<file path="src/rtl/regfile_write_arbiter.sv">
// regfile_write_arbiter
//
// Shares the single register-file write port between two writeback
// requesters: A (ALU writeback) and B (memory/load writeback). Each requester
// owns a one-entry holding buffer; the oldest buffered write is issued first,
// so two writes to the same register always land in acceptance order.
// The issue stage is registered on posedge; the register file captures it on
// the following negedge.
//
// Handshake: a transfer happens on a posedge where x_valid & x_ready are both
// high. x_ready never depends on x_valid, so a requester may wait on ready.
//
// Ports:
//   clock, reset      posedge clock; synchronous active-high reset
//   flush             discards buffered, not yet issued, writes
//   a_valid/a_ready/a_reg/a_data   requester A write offer
//   b_valid/b_ready/b_reg/b_data   requester B write offer
//   rf_RegWrite/rf_WriteReg/rf_WriteData   register-file write port
//   busy_mask         bit i set while a write to register i is uncommitted
//   grant_b           the issued write came from B

module regfile_write_arbiter #(
    parameter int DATA_W = 20,
    parameter int ADDR_W = 4,
    parameter int NREGS  = 1 << ADDR_W
) (
    input  logic              clock,
    input  logic              reset,
    input  logic              flush,
    input  logic              a_valid,
    output logic              a_ready,
    input  logic [ADDR_W-1:0] a_reg,
    input  logic [DATA_W-1:0] a_data,
    input  logic              b_valid,
    output logic              b_ready,
    input  logic [ADDR_W-1:0] b_reg,
    input  logic [DATA_W-1:0] b_data,
    output logic              rf_RegWrite,
    output logic [ADDR_W-1:0] rf_WriteReg,
    output logic [DATA_W-1:0] rf_WriteData,
    output logic [NREGS-1:0]  busy_mask,
    output logic              grant_b
);

    localparam logic [NREGS-1:0] ONE = {{(NREGS-1){1'b0}}, 1'b1};

    // Holding buffers
    logic              bufa_valid, bufb_valid;
    logic [ADDR_W-1:0] bufa_reg, bufb_reg;
    logic [DATA_W-1:0] bufa_data, bufb_data;
    logic              a_older;

    // Issue stage
    logic              rf_we_q;
    logic [ADDR_W-1:0] wreg_q;
    logic [DATA_W-1:0] wdata_q;
    logic              grant_b_q;

    logic quiet;
    logic gnt_a, gnt_b;
    logic acc_a, acc_b;
    logic a_held, b_held;

    always_comb begin
        // Nothing is granted or accepted while reset or flush is active.
        quiet   = reset | flush;
        gnt_a   = !quiet & bufa_valid & (!bufb_valid | a_older);
        gnt_b   = !quiet & bufb_valid & (!bufa_valid | !a_older);
        // A granted slot is free again in the same cycle.
        a_ready = !quiet & (!bufa_valid | gnt_a);
        b_ready = !quiet & (!bufb_valid | gnt_b);
        acc_a   = a_valid & a_ready;
        acc_b   = b_valid & b_ready;
        // A buffer that stays occupied across this edge with its old write.
        a_held  = bufa_valid & !gnt_a;
        b_held  = bufb_valid & !gnt_b;
    end

    always_ff @(posedge clock) begin
        if (reset) begin
            bufa_valid <= 1'b0;
            bufb_valid <= 1'b0;
            bufa_reg   <= '0;
            bufb_reg   <= '0;
            bufa_data  <= '0;
            bufb_data  <= '0;
            a_older    <= 1'b1;
            rf_we_q    <= 1'b0;
            wreg_q     <= '0;
            wdata_q    <= '0;
            grant_b_q  <= 1'b0;
        end else if (flush) begin
            // The issue-stage write still commits on the negedge before this
            // edge; afterwards the port goes idle.
            bufa_valid <= 1'b0;
            bufb_valid <= 1'b0;
            a_older    <= 1'b1;
            rf_we_q    <= 1'b0;
        end else begin
            if (gnt_a) begin
                rf_we_q   <= 1'b1;
                wreg_q    <= bufa_reg;
                wdata_q   <= bufa_data;
                grant_b_q <= 1'b0;
            end else if (gnt_b) begin
                rf_we_q   <= 1'b1;
                wreg_q    <= bufb_reg;
                wdata_q   <= bufb_data;
                grant_b_q <= 1'b1;
            end else begin
                rf_we_q   <= 1'b0;
            end

            if (acc_a) begin
                bufa_valid <= 1'b1;
                bufa_reg   <= a_reg;
                bufa_data  <= a_data;
            end else if (gnt_a) begin
                bufa_valid <= 1'b0;
            end

            if (acc_b) begin
                bufb_valid <= 1'b1;
                bufb_reg   <= b_reg;
                bufb_data  <= b_data;
            end else if (gnt_b) begin
                bufb_valid <= 1'b0;
            end

            // Age tracks which occupied buffer was loaded first. A joint load
            // can only happen when neither old write stays, and A goes first.
            if (acc_a && acc_b) begin
                a_older <= 1'b1;
            end else if (acc_a && b_held) begin
                a_older <= 1'b0;
            end else if (acc_b && a_held) begin
                a_older <= 1'b1;
            end
        end
    end

    // Reset drops the issue-stage write immediately, before its negedge.
    assign rf_RegWrite  = rf_we_q & !reset;
    assign rf_WriteReg  = wreg_q;
    assign rf_WriteData = wdata_q;
    assign grant_b      = grant_b_q;

    always_comb begin
        busy_mask = '0;
        if (!reset) begin
            if (bufa_valid) busy_mask = busy_mask | (ONE << bufa_reg);
            if (bufb_valid) busy_mask = busy_mask | (ONE << bufb_reg);
            if (rf_we_q)    busy_mask = busy_mask | (ONE << wreg_q);
        end
    end

endmodule

</file>
<file path="config.mk">
export PLATFORM = sky130hd
export DESIGN_NAME = regfile_write_arbiter
export DESIGN_NICKNAME = d
export VERILOG_FILES = /design/src/rtl/regfile_write_arbiter.sv
export SDC_FILE = /design/constraint.sdc
export NUM_CORES = 1
export LEC_CHECK = 0
export ABC_AREA = 1
export CAP_MARGIN = 15
export CELL_PAD_IN_SITES_DETAIL_PLACEMENT = 0
export CELL_PAD_IN_SITES_GLOBAL_PLACEMENT = 1
export CORE_MARGIN = 5
export CORE_UTILIZATION = 31
export CTS_CLUSTER_SIZE = 16
export DETAILED_ROUTE_END_ITERATION = 8
export GPL_ROUTABILITY_DRIVEN = 0
export PLACE_DENSITY = 0.74
export SLEW_MARGIN = 30
export SYNTH_ARGS = -nofsm -noshare
export SYNTH_HDL_FRONTEND = slang
export SYNTH_SLANG_ARGS = --single-unit
</file>
<file path="constraint.sdc">
create_clock -name clock -period 1.3 [get_ports clock]
set_input_delay 0.195 -clock clock [delete_from_list [all_inputs] [get_ports clock]]
set_output_delay 0.195 -clock clock [all_outputs]
set_load 0.005 [all_outputs]
</file>
==> metrics.md <==
| Metric | Value |
|---|---|
| Outcome | finished with violations |
| Violated checks | negative setup slack |
| Vias in the first global route | 5131 |
| Initial antenna violation count | 1 |
| DR vias | 4896 |
| Max Used Layer | met5 |
| Core Footprint | 13300 µm² |
| Placed instance count | 952 |
| Share of cells above drive strength 1 | 40.1% |
| Clock sinks | 77 |
| WL per Instance | 15.6 µm |
| Syn-to-layout area delta | 82.0% |
| Worst hold slack | 0.359 ns |
| Worst VDD drop | 0.593 mV |
| Die Area | 16000 µm² |
| Ys flop type | dfxtp_1 |
| Crit start category | flip-flop |
| Layout Skew | 0.00606 ns |
| Leakage power | 3.48 nW |
| Fmax | 0.578 GHz |
| Worst path bufs/invs | 4 |
| Latest clock arrival within the worst-skew pair | 0.34 ns |
| Min Tclk post-route | 1.73 ns |
| Clock buffer depth | 2 |
| Worst Tran Pin Value | 0.354 ns |
| Net Sw Power | 0.00172 W |
| Largest net degree at the start of global routing | 26 |
| Max Cap Violations | 0 |
| Hold path depth | 3 |
| Post-route cell area | 7660 µm² |
| Routed wl met3 | 712 µm |
| PwrDens | 873 nW/µm² |
| Combinational share of power | 18.6% |
| CP Class | reg -> out |
| DRC Markers | 0 |
| HP Class | in -> reg |
| CP endpoint kind | output pin |
| CP delay by family, top | simple AND/OR/NAND/NOR gates |
| Nets | 895 |
| Root buffer cell | clkbuf_16 |
| Reg2Reg Depth | 13 |
| First-pass GRT wire length | 25.5 mm |
| Synth warnings | 0 |
| Seq pwr share | 37.9% |
| Synthesized Nets | 717 |
| WL met2 | 8.35 mm |
| Congestion Overflow GR | 0 |
| All-Layer GR Usage | 19.5% |
| M1 WL | 6.47 mm |
| Post-route ant nets | 0 |
| Final wirelength | 16.0 mm |
| Htree depth | 3 |
| Cell Int Power | 0.00496 W |
| Die Wd | 127 µm |
| EDFF count, synth | 0 |
| Reg2reg setup slack | -0.36 ns |
| Non-filler cells, final | 1023 |
| Final Util | 57.6% |
| Clock group share of total power | 43.5% |
| Hold Vio Cnt, Final | 0 |
| #FFs+latches synth | 77 |
| Filler instances | 1177 |
| DR pass1 iterations | 5 |
| DPL Wire Length | 9.42 mm |
| Distinct cells, synth | 27 |
| ANT cells | 0 |
| Hold-fix buffers, CTS | 0 |
| Mapped Cells | 664 |
| Avg Inst Size Synth | 6.34 µm² |
| DR iter-0 viols | 247 |
| Post-route setup TNS | -22.94 ns |
| Crit path DAT | 1.53 ns |
| Post-Place Cell Area | 5650 µm² |
| Setup WS post-layout | -0.430 ns |
| Critical Path, Cell by Cell | buf_6 -> buf_8 -> nor3_4 -> nand2_1 -> nand2_2 -> o21ai_2 -> inv_1 -> buf_2 |
| CTS tree | done |
| Netlist Area Pre-Place | 4210 µm² |
| Final setup violation count | 96 |
| RSZ-0062 raised after global routing | yes |
| IO Port Bufs | 96 |
| Net Sw Frac | 25.8% |
| Worst-path fanout max | 4 |
| Die height | 127 µm |
| Num rows | 42 |
| Initial Utilization | 31.6% |
| Sequential element share of the synthesized area | 36.6% |
| CTS Buf Count | 9 |
| Max Slew Vio Count | 0 |
| Critical Path Stages | 8 |
| CP max-delay cell | dfxtp_4 |
| Final Cycle Share | 133% |
| Asr flop ratio synth | 0% |
| Max incr delay on CP | 0.35 ns |
| # IOs | 97 |
| Via density | 4.79 |
| Slew margin rel. | 76.4% |
| Clock slew at reported path FFs | 0.06 ns |
| Critical Path RT | 1.11 ns |
-- layer usage --
layer | vias up | GRT usage [%]
met1 | 2313 | 23.1
met5 | - | 0
met4 | 2 | 7.76
met2 | 136 | 34.8
met3 | 33 | 3.66
li1 | 2412 | -
-- power by group through the flow --
stage	Sequential [W]	Combinational [W]	Clock [W]
floorplan	0.00255	0.000438	0
global placement	0.00257	0.000804	0
detailed placement	0.00257	0.000814	0
CTS	0.00252	0.00118	0.00293
global route	0.00254	0.00134	0.00304
finish	0.00253	0.00125	0.00291
-- worst min-delay path: stages --
cell	delay [ns]
dlygate4sd2_1	0.25
buf_4	0.17
a21oi_2	0.04
-- Yosys cell counts (2+ instances only) --
cell type	instances	area share, %
o211ai_1	2	0.36
inv_1	98	8.7
dfxtp_1	77	37
nand4_1	23	3.4
nor3_1	14	1.7
nand2_4	2	0.54
nand3b_1	24	4.3
buf_6	11	2.9
nand2_1	168	15
clkbuf_1	13	1.2
nor2_1	117	10
buf_1	2	0.18
a21oi_1	22	2.6
nand3_1	40	4.8
nor2_2	11	1.6
buf_2	14	1.7
o21ai_0	16	1.9
-- timing repair --
action	CTS	global route
setup endpoints to repair	120	97
cloned	15	1
resized for setup	357	102
endpoints found under the hold margin	0	0
pin swaps	85	60
setup buffers	42	10
-- cells in the final DEF, fill, tap and decap left out, drive strengths merged, types with 22 or more instances in the layout --
cell / Yosys / final
a21oi: 22 / 22
buf: 28 / 130
clkdlybuf4s50: 0 / 51
dfxtp: 77 / 77
dlygate4sd2: 0 / 24
inv: 99 / 97
nand2: 170 / 170
nand3: 42 / 42
nand3b: 24 / 24
nand4: 23 / 23
nor2: 129 / 129
-- cell type report --
class	count	area, µm²	area share, %
clock buffer	10	229	2.99
clock inverter	6	111	1.45
tap	176	220	2.88
inverter	100	420	5.49
multi-input combinational	446	2860	37.4
sequential	77	1590	20.8
timing repair buffer	208	2220	29.0
-- logic make-up (layout without fill, tap and decap cells) --
kind of cell	after synthesis	count (layout)	share of synthesized area, %
buf+inv	141	324	15.0
flops	77	77	36.6
simple gates	403	403	42.8
compound gates	43	43	5.47
-- path summary, 6_finish.rpt --
| kind | startpoint | end |
|---|---|---|
| worst min-delay path | reset | rf_WriteReg[0]$_SDFFE_PP0P_ |
| worst min register to register | rf_WriteData[13]$_SDFFE_PP0P_ | rf_WriteData[13]$_SDFFE_PP0P_ |
| worst max-delay path | bufa_reg[2]$_SDFFE_PP0P_ | busy_mask[1] |
| worst max register to register | bufa_valid$_SDFFE_PP0P_ | rf_WriteData[18]$_SDFFE_PP0P_ |
-- stage by stage --
step | setup slack (ns) | total power [W]
4_1_cts | -0.390 | 0.00664
5_1_grt | -0.540 | 0.00692
3_5_place_dp | -0.552 | 0.00338
6_report | -0.430 | 0.00669
2_1_floorplan | -0.0769 | 0.00299
3_3_place_gp | -0.536 | 0.00337
No activity file was read; power rests on OpenSTA's default activity.
